### config.mk
export PLATFORM = sky130hd
export DESIGN_NAME = freq_ratio_meter
export DESIGN_NICKNAME = d
export VERILOG_FILES = /design/src/rtl/freq_meter_pkg.sv /design/src/rtl/freq_ratio_meter_edge_sync.sv /design/src/rtl/freq_ratio_meter.sv
export SDC_FILE = /design/constraint.sdc
export NUM_CORES = 1
export LEC_CHECK = 0
export BUFFER_PORTS_ARGS = -buffer_cell sky130_fd_sc_hd__buf_4
export CAP_MARGIN = 20
export CORE_MARGIN = 1
export CORE_UTILIZATION = 50
export DETAILED_ROUTE_END_ITERATION = 6
export MAX_ROUTING_LAYER = met4
export PLACE_DENSITY = 0.71
export SKIP_LAST_GASP = 1
export SLEW_MARGIN = 20
export SYNTH_ARGS = -nofsm -noshare
export SYNTH_HDL_FRONTEND = slang
export SYNTH_HIERARCHICAL = 1
export SYNTH_SLANG_ARGS = --single-unit
### constraint.sdc
create_clock -name CLK_IN -period 2 [get_ports CLK_IN]
set_clock_uncertainty 0.2 [all_clocks]
set_input_delay 0.3 -clock CLK_IN [delete_from_list [all_inputs] [get_ports CLK_IN]]
set_output_delay 0.3 -clock CLK_IN [all_outputs]
set_load 0.01 [all_outputs]
### src/rtl/freq_meter_pkg.sv
// freq_meter_pkg: shared types and constants for freq_ratio_meter.
//   meter_state_t : measurement FSM states
//   CNT_W_DEF     : default counter width
//   cnt_sat()     : all-ones saturation value for a counter of width w (w <= 32)
package freq_meter_pkg;

    typedef enum logic [1:0] {
        IDLE      = 2'd0,
        WAIT_EDGE = 2'd1,
        MEASURE   = 2'd2
    } meter_state_t;

    localparam int CNT_W_DEF = 16;

    // 2^w - 1; the 32-bit wrap makes w == 32 come out as all ones too.
    function automatic logic [31:0] cnt_sat(input int w);
        return (32'd1 << w) - 32'd1;
    endfunction

endpackage

### src/rtl/freq_ratio_meter_edge_sync.sv
// edge_sync: conditions the measured signal and detects its rising edge.
// Optional build macro: FREQ_METER_SYNC_EN adds a two-flop synchronizer in
// front of sig_s so SIG_IN may be asynchronous to CLK_IN (+2 cycles latency).
// Ports:
//   CLK_IN  in   reference clock
//   RST     in   synchronous active-high reset
//   SIG_IN  in   raw signal under measurement
//   sig_s   out  conditioned signal
//   rise    out  sig_s rising edge (sig_s & ~sig_d)
module edge_sync (
    input  logic CLK_IN,
    input  logic RST,
    input  logic SIG_IN,
    output logic sig_s,
    output logic rise
);

    logic sig_d;

`ifdef FREQ_METER_SYNC_EN
    logic [1:0] sync_q;

    always_ff @(posedge CLK_IN) begin
        if (RST) sync_q <= '0;
        else     sync_q <= {sync_q[0], SIG_IN};
    end

    assign sig_s = sync_q[1];
`else
    assign sig_s = SIG_IN;
`endif

    always_ff @(posedge CLK_IN) begin
        if (RST) sig_d <= 1'b0;
        else     sig_d <= sig_s;
    end

    assign rise = sig_s & ~sig_d;

endmodule

### src/rtl/freq_ratio_meter.sv
// freq_ratio_meter: measures period and high time of a slow divided clock in
// CLK_IN cycles, and reports lock (two equal consecutive periods) and a sticky
// loss-of-signal timeout. Build macro FREQ_METER_SYNC_EN (see edge_sync).
// Ports:
//   CLK_IN      in   reference clock
//   RST         in   synchronous active-high reset
//   EN          in   measurement enable, low forces IDLE
//   SIG_IN      in   signal under measurement
//   PERIOD      out  cycles between consecutive rising edges
//   HIGH_TIME   out  cycles high within that period
//   MEAS_VALID  out  one-cycle pulse when PERIOD/HIGH_TIME update
//   LOCKED      out  last two measured periods equal
//   TIMEOUT     out  no edge for 2^CNT_W-1 cycles, sticky until next edge
module freq_ratio_meter
    import freq_meter_pkg::*;
#(
    parameter int CNT_W = CNT_W_DEF
) (
    input  logic             CLK_IN,
    input  logic             RST,
    input  logic             EN,
    input  logic             SIG_IN,
    output logic [CNT_W-1:0] PERIOD,
    output logic [CNT_W-1:0] HIGH_TIME,
    output logic             MEAS_VALID,
    output logic             LOCKED,
    output logic             TIMEOUT
);

    localparam logic [CNT_W-1:0] CNT_MAX = CNT_W'(cnt_sat(CNT_W));
    localparam logic [CNT_W-1:0] CNT_ONE = CNT_W'(1);

    meter_state_t     state;
    logic [CNT_W-1:0] cnt;
    logic [CNT_W-1:0] hcnt;
    logic             prev_valid;
    logic             sig_s;
    logic             rise;

    edge_sync u_edge (
        .CLK_IN (CLK_IN),
        .RST    (RST),
        .SIG_IN (SIG_IN),
        .sig_s  (sig_s),
        .rise   (rise)
    );

    always_ff @(posedge CLK_IN) begin
        if (RST) begin
            state      <= IDLE;
            cnt        <= '0;
            hcnt       <= '0;
            prev_valid <= 1'b0;
            PERIOD     <= '0;
            HIGH_TIME  <= '0;
            MEAS_VALID <= 1'b0;
            LOCKED     <= 1'b0;
            TIMEOUT    <= 1'b0;
        end else if (!EN) begin
            // PERIOD/HIGH_TIME deliberately keep the last measurement
            state      <= IDLE;
            cnt        <= '0;
            hcnt       <= '0;
            prev_valid <= 1'b0;
            MEAS_VALID <= 1'b0;
            LOCKED     <= 1'b0;
            TIMEOUT    <= 1'b0;
        end else begin
            MEAS_VALID <= 1'b0;
            unique case (state)
                IDLE: state <= WAIT_EDGE;
                WAIT_EDGE: begin
                    if (rise) begin
                        cnt     <= CNT_ONE;
                        hcnt    <= CNT_ONE;
                        TIMEOUT <= 1'b0;
                        state   <= MEASURE;
                    end
                end
                MEASURE: begin
                    // a rise wins over saturation in the same cycle
                    if (rise) begin
                        PERIOD     <= cnt;
                        HIGH_TIME  <= hcnt;
                        MEAS_VALID <= 1'b1;
                        LOCKED     <= prev_valid && (cnt == PERIOD);
                        prev_valid <= 1'b1;
                        TIMEOUT    <= 1'b0;
                        cnt        <= CNT_ONE;
                        hcnt       <= CNT_ONE;
                    end else if (cnt == CNT_MAX) begin
                        // lost signal: need two fresh edges before next result
                        TIMEOUT    <= 1'b1;
                        LOCKED     <= 1'b0;
                        prev_valid <= 1'b0;
                        state      <= WAIT_EDGE;
                    end else begin
                        cnt  <= cnt + CNT_ONE;
                        hcnt <= hcnt + {{(CNT_W-1){1'b0}}, sig_s};
                    end
                end
                default: state <= IDLE;
            endcase
        end
    end

endmodule

* Yosys cells after proc, flatten, opt, wreduce, memory -nomap -nowiden
Index checks and enable logic that the tools add are counted.
** Word-level totals
- Logic and storage cells :: 55
- Output and inout bits :: 35
- Input bits :: 4
- Register bits after elaboration :: 71
** Cells by class
- Reduce and logical (&&, ||, !) cells :: 11
- Muxes and demuxes :: 19
- Bitwise operators :: 4
- Equality and inequality tests :: 9
- Add/sub/neg operators :: 2
** Operator list (count)
- two-way mux 16 bit :: 5
- one-hot mux 16 bit (2 select lines) :: 2
- adder 16 x 1 -> 16 bit :: 1
- adder 16 x 1 -> 16 bit (second input constant) :: 1
- == test 16 bit :: 1
- == test 16 bit (second input constant) :: 1
- AND reduction 3 bit :: 4
- two-way mux 1 bit :: 7
- two-way mux 2 bit :: 3
- != test 2 bit (second input constant) :: 3
- != test 3 bit (second input constant) :: 2
- one-hot mux 2 bit (3 select lines) :: 1
- nonzero test 2 bit :: 2
- NOT 1 bit :: 3
- OR reduction 3 bit :: 1
- == test 2 x 1 -> 1 bit (second input constant) :: 1
- == test 2 bit (second input constant) :: 1
- logical NOT 2 bit :: 1
- one-hot mux 1 bit (2 select lines) :: 1
- AND reduction 2 bit :: 1
- OR reduction 2 bit :: 1
- bitwise AND 1 bit :: 1
- logical AND 1 bit :: 1

* Depth between registers and ports, before layout
Gate-level depths: netlist of run 1.
- Word-level depth :: 4
- Mapped depth :: 8
- Gate-level depth less buffers :: 6

* By module
The synthesis of run 1 kept the hierarchy.
** Modules (own cells, without submodules)
- freq_ratio_meter :: cells each 419, instances 1, sequential area each 1401.3 µm², area an instance 3390.8 µm²
- edge_sync :: cells each 4, instances 1, sequential area each 20.0 µm², area an instance 55.1 µm²

* Worst setup path before layout of run 1
No wires, ideal clock.
- Kind :: reg2reg
- Start :: register cnt[0]
- End :: register hcnt[5]
- Setup time :: 0.117 ns
- Required time :: 1.683 ns
- Arrival time :: 1.794 ns
- Setup slack :: -0.111 ns
- Cell stages (with the launch flop) :: 7
- Clock period less this slack :: 2.111 ns
- Path buffers :: 0
- Cells stage by stage :: dfxtp_1 > ha_1 > nand4_4 > nor4_4 > nand2b_2 > nor2_1 > a32o_1
** On the way
- Word-level cells in the longest chain between the ends :: 3
** Ends and longest elaborated chain
- from (decl) :: line freq_ratio_meter.sv:34 : logic [CNT_W-1:0] cnt;
- from (signal assigned) :: line freq_ratio_meter.sv:98 : cnt <= cnt + CNT_ONE;
- == test 16 bit :: line freq_ratio_meter.sv:91 : end else if (cnt == CNT_MAX) begin
- != test 3 bit (no line)
- AND reduction 3 bit (no line)
- to (signal assigned) :: line freq_ratio_meter.sv:99 : hcnt <= hcnt + {{(CNT_W-1){1'b0}}, sig_s};
- to (decl) :: line freq_ratio_meter.sv:35 : logic [CNT_W-1:0] hcnt;
Every way passes these cells.
A chain may end at the register's enable or synchronous reset.

* Worst setup path after layout of run 1
- Start :: register hcnt[0]
- End :: register hcnt[14]
** On the way
- Word-level cells in the longest chain between the ends :: 4
** Ends and longest elaborated chain
- adder 16 x 1 -> 16 bit :: line freq_ratio_meter.sv:99
- two-way mux 16 bit :: line freq_ratio_meter.sv:91
- two-way mux 16 bit :: line freq_ratio_meter.sv:82 : if (rise) begin
- one-hot mux 16 bit (2 select lines) :: line freq_ratio_meter.sv:70 : unique case (state)
Every way passes these cells. The select of a mux whose other input is x is not followed.

==> impl_results.md, run 1 <==
* # rows at 29
* CTS tree: yes
* Cell Area, Placed at 4060 um2
* Internal at 2.14 mW
* Detail Route Antenna Nets at 0
* Most frequent cells after synthesis: nand2_1, dfxtp_1, a21oi_1
* Pin count of the biggest net entering global routing at 36
* Yosys cell types at 57
* Initial Utilization at 0.531
* Setup CP Type: flop to flop
* Syn Nets at 430
* EDFF count, synth at 0
* Reg power frac at 0.519
* CTS H-tree depth at 3
* Seq cells post-synth at 71
* Post-Route WL at 8690 um
* Fraction of registers with async set/reset at 0
* CP delay by family, top: simple AND/OR/NAND/NOR gates
* DR pass1 iterations at 4
* WP buf/inv at 0
* DR vias at 3270
* Drt drc at 0
* Min Tclk post-route at 1.96 ns
* Grt total ovfl at 0
* Post-synth top area cell: dfxtp_1
* Max Slew Vio Count at 0
* Pwr dens at 637 nW/um2
* Port Buffers at 38
* Critical path data arrival time at 2.04 ns
* Critical path endpoint category: flop
* Yosys top cell area share at 0.412
* Layout Cells excl Fill at 574
* Final worst path period share at 0.979
* Clock sink count at 71
* Fmax at 511 MHz
* GRT Total Usage at 0.261
* CTS Buffer Depth at 2
* Post-Place Worst Slack at -0.0371 ns
* Core Area at 6490 um2
* Leak at 1.68 nW
* Peak supply drop at 0.519 mV
* Root buffer cell: clkbuf_8
* Chip width at 85.0 um
* Ratio of cells with drive above 1 in the final layout at 0.276
* CP Cell Sequence: ha_1 > and3_2 > nor3b_4 > nand2_2 > or4_1 > a21oi_2
* Gpl congestion at 0.860
* Inserted Clock Buffers at 9
* Vias per inst at 5.70
* Worst Setup Start Kind: flop
* Vias in the first global route at 3034
* Max-cap violation count at 0
* Post CTS Setup Buffer Count at 0
* Clk slew on worst S/H paths at 0.07 ns
* Final Total Pwr at 2.74 mW
* First-pass GRT wire length at 14300 um
* Slowest cell on the critical path: or4_1
* Initial antenna violation count at 0
* Post-Syn Area per Cell at 8.15 um2
* Final instance area at 4300 um2
* Top post-synthesis cells by area: dfxtp_1, nand2_1, a21oi_1
* Hpwl dp at 6230 um
* Worst path max stage delay at 0.54 ns
* Layout Area Growth over Synthesis at 24.9%
* Placed cell count at 558
* Endpoints failing hold at 0
* Ys Warns at 6
* Starting DRT DRC Count at 113
* Crit path max fanout at 3
* Worst hold path type: primary input to flop
* Psw at 0.606 mW
* Worst Path Required at 2.09 ns
* Post-synthesis sequential area ratio at 0.412
* Die ar. at 7230 um2
* Die H at 85.0 um
* Post-Synthesis Cell Area at 3450 um2
* Top Ports at 39
* Outcome: finished clean
* Clk Latency, worst-skew pair at 0.36 ns
* Slew headroom at 0.715
* Avg WL per Cell at 15.1 um
* Worst Slack Setup Final at 0.0425 ns
* Fin nets at 499
* # diodes at 0
* Combinational share of power at 0.042
* Post-synthesis cell count at 423
* Clock power frac at 0.439
* # setup viols final at 0
* Net Sw Frac at 0.221
* Dominant synthesized flop cell: dfxtp_1
* Slew @ Worst Pin at 0.427 ns
* Most numerous cell in the Yosys netlist: nand2_1
* Total Neg Setup Slack at 0 ns
[registers in the layout (all words and copies together) (netlist names)]
| signal | flops |
|---|---|
| TIMEOUT | 1 |
| cnt | 16 |
| u_edge/sig_d | 1 |
| PERIOD | 16 |
| HIGH_TIME | 16 |
| LOCKED | 1 |
| state | 2 |
| MEAS_VALID | 1 |
| prev_valid | 1 |
| hcnt | 16 |
[path summary, 6_finish.rpt]
kind / slack, ns / depth (start not counted) / endpoint / startpoint
hold reg to reg: 0.26 / 2 / HIGH_TIME[13] / HIGH_TIME[13]
setup reg to reg: 0.04 / 6 / hcnt[14] / hcnt[0]
setup / recovery: 0.04 / 6 / hcnt[14] / hcnt[0]
hold / removal: 0.11 / 3 / u_edge/sig_d / SIG_IN
[tightest hold or removal path: stages]
cell and delay (ns):
buf_4 0.09, buf_4 0.10, nor2b_4 0.13
[area by class of cell]
type                    count  area, um2
fillers                   572       2190
flip-flops and latches     71       1420
well taps                  77       96.3
repair buffers             93        698
multi-input cells         314       1860
clock buffers              13        169
inverters                   3       11.3
clock inverters             3       40.0
[per-stage QoR]
step	hold slack, ns	util
2_1_floorplan	0.164	-
3_3_place_gp	0.243	0.626
3_5_place_dp	0.247	0.626
4_1_cts	0.0929	0.658
5_1_grt	0.113	0.662
6_report	0.111	0.662
[per-layer routing]
| layer | part of all wire | track usage | vias to the layer above |
|---|---|---|---|
| li1 | - | - | 1618 |
| met3 | 0.058 | 0.0535 | 18 |
| met4 | 0.014 | 0.0986 | 0 |
| met1 | 0.42 | 0.298 | 1515 |
| met5 | 0 | - | - |
| met2 | 0.51 | 0.449 | 119 |
[timing repair]
action                                  in CTS  in global routing
gates resized for setup                      1                  8
hold buffers                                 0                  0
pin swaps                                    0                  3
hold endpoints to repair                     0                  0
endpoints found under the setup margin       1                  9
[kinds of logic after synthesis]
group           after synthesis  share of synthesized area
compound gates              104                      0.176
xor+xnor                     20                     0.0508
fa+ha+maj                     3                     0.0109
buf+inv                      38                     0.0548
flops                        71                      0.412
mux                           2                    0.00617
simple gates                185                      0.289
[cells in the final DEF, fill, tap and decap left out, types with 3 or more instances in the layout]
cell type   n
or4_1       3
dfxtp_1    69
xnor2_1     8
nand3_1    14
nor4_1      3
a41oi_1     3
a211oi_1    5
a31oi_1    10
xor2_1     12
a21oi_1    50
clkbuf_8   12
nand4_1     7
inv_1       3
nor2_1     24
nand4b_1    3
nor2b_1     3
o21ai_0    19
nand2_1    89
buf_4      93
or3_1       4
o21a_1      3
nor3_1      7
a32o_1      3
[power by group through the flow]
stage          Sequential, mW  Clock [mW]  Combinational, mW
6_report                 1.42        1.21              0.115
5_1_grt                  1.42        1.29              0.125
4_1_cts                  1.42        1.22              0.112
3_5_place_dp             1.45           0              0.111
3_3_place_gp             1.45           0              0.109
2_1_floorplan            1.45           0             0.0735
Power figures use the tool's default switching activity.
==> inputs of run 2 (changes only) <==
==> constraint.sdc (replaced) <==
create_clock -name CLK_IN -period 1.65 [get_ports CLK_IN]
set_clock_uncertainty 0.2 [all_clocks]
set_input_delay 0.2475 -clock CLK_IN [delete_from_list [all_inputs] [get_ports CLK_IN]]
set_output_delay 0.2475 -clock CLK_IN [all_outputs]
set_load 0.01 [all_outputs]
==> impl_results.md, run 2 (same netlist as run 1, synthesis figures left out) <==
* Outcome: complete, but fails checks
* Failing checks: negative setup slack
* CP most frequent cell: buf_4
* Max Slew Vio Count at 0
* DR vias at 3973
* Hold Path Sink: cnt[8]
* Slowest cell on the critical path: nor4_4
* Clk Latency, worst-skew pair at 0.35 ns
* Placed cell count at 577
* Most common cell after layout, fill and taps aside: buf_4
* Slew @ Worst Pin at 0.465 ns
* Worst Hold Depth at 5
* Critical path data arrival time at 2.06 ns
* Multi-input gate area at 2260 um2
* Worst reg2reg path startpoint: cnt[1]
* Hold_ws at 0.205 ns
* Fillers at 369
* Final Total Pwr at 3.23 mW
* Setup repair after global routing missed its margin: true
* Register area at 1450 um2
* Hpwl dp at 6730 um
* First-pass GRT wire length at 16600 um
* Vias per inst at 6.38
* Worst hold path type: primary input to flop
* Worst reg-to-reg path cell count at 7
* Root buffer cell: clkbuf_8
* CP Cell Sequence: ha_4 > nand4_4 > nor4_4 > buf_4 > nor2_4 > buf_4 > a311oi_2
* GRT Total Usage at 0.307
* Post-Route WL at 13300 um
* Port Buffers at 38
* Vias in the first global route at 3245
* Slew headroom at 0.690
* CTS tree: yes
* CTS H-tree depth at 3
* Gpl congestion at 0.905
* Worst Setup Start Kind: flop
* Die H at 85.0 um
* R2R Setup Slk at -0.36 ns
* Peak supply drop at 0.479 mV
* Inserted Clock Buffers at 9
* Endpoints failing hold at 0
* Fmax at 497 MHz
* Setup CP Type: flop to flop
* Pwr dens at 612 nW/um2
* Initial Utilization at 0.531
* Max-cap violation count at 0
* Clock sink count at 71
* # rows at 29
* Grt total ovfl at 0
* Most frequent cells in the layout: buf_4, nand2_1, dfxtp_1, a21oi_1, nor2_1
* Pin count of the biggest net entering global routing at 35
* Top Ports at 39
* Crit path max fanout at 5
* DR pass1 iterations at 5
* Initial antenna violation count at 0
* Fin nets at 550
* Drt drc at 0
* Clk slew on worst S/H paths at 0.08 ns
* Worst Path Required at 1.70 ns
* Starting DRT DRC Count at 494
* Core Area at 6490 um2
* Critical path endpoint category: flop
* CTS Buffer Depth at 2
* Leak at 2.12 nW
* Worst Slack Setup Final at -0.361 ns
* Die ar. at 7230 um2
* Chip width at 85.0 um
* Min-Delay Startpoint: RST
* Ratio of cells with drive above 1 in the final layout at 0.449
* Final worst path period share at 1.22
* Min Tclk post-route at 2.01 ns
* Layout Cells excl Fill at 623
* Worst path max stage delay at 0.39 ns
* # diodes at 0
* Layout Area Growth over Synthesis at 53.2%
* Avg WL per Cell at 21.3 um
* # setup viols final at 69
* Detail Route Antenna Nets at 0
* R2R Path End: hcnt[2]
[run 2: metal layers]
metal	track usage	vias to the layer above	part of all wire
met5	-	-	0
met2	0.474	289	0.47
li1	-	1722	-
met1	0.405	1895	0.39
met3	0.0477	67	0.096
met4	0.117	0	0.042
[run 2: power breakdown]
| group | total (mW) | leakage (nW) | internal, mW | switching [mW] |
|---|---|---|---|---|
| Sequential | 1.72 | 0.580 | 1.71 | 0.00735 |
| Combinational | 0.235 | 1.45 | 0.102 | 0.134 |
| Clock | 1.28 | 0.0914 | 0.652 | 0.626 |
[run 2: worst max path at each step]
stage          endpoint  slack, ns  depth (start not counted)          from
2_1_floorplan  hcnt[15]      -0.20                          6       hcnt[0]
3_3_place_gp   hcnt[11]      -0.31                          8        SIG_IN
3_5_place_dp    cnt[14]      -0.36                          8        SIG_IN
4_1_cts         hcnt[2]      -0.24                          6  u_edge/sig_d
5_1_grt          cnt[0]      -0.42                          8        cnt[1]
6_report        hcnt[2]      -0.36                          7        cnt[1]
[run 2: worst max-delay path, delay by kind of cell (launching register included)]
| kind | cells | cell delay (ns) |
|---|---|---|
| DFF | 1 | 0.37 |
| and+or+nand+nor | 3 | 0.55 |
| AOI/OAI and AO/OA | 1 | 0.29 |
| buffers and inverters | 2 | 0.35 |
| adders and majority gates | 1 | 0.15 |
[run 2: repair_timing]
item                                    4_1_cts  5_1_grt
endpoints found under the setup margin       42       69
endpoints found under the hold margin         1        0
pin swaps                                    11       35
gates resized for setup                      33       80
cloned                                        2        6
hold buffers                                  1        0
setup buffers                                 6       17
[run 2: cell type report]
| class | count | share of cell area |
|---|---|---|
| Clock buffer | 13 | 0.0320 |
| Tap cell | 77 | 0.0182 |
| Sequential cell | 71 | 0.274 |
| Multi-Input combinational cell | 316 | 0.428 |
| Inverter | 3 | 0.00213 |
| Clock inverter | 1 | 0.000948 |
| Timing Repair Buffer | 142 | 0.244 |
[run 2: per-stage QoR]
stage          setup TNS, ns  instance area, um2  worst slack (ns)   util
4_1_cts                -5.72                4710            -0.237  0.725
2_1_floorplan          -3.93                3570            -0.198      -
3_5_place_dp           -8.52                4310            -0.359  0.664
5_1_grt               -14.05                5280            -0.422  0.813
6_report              -11.04                5280            -0.361  0.813
3_3_place_gp           -6.99                4310            -0.309  0.664
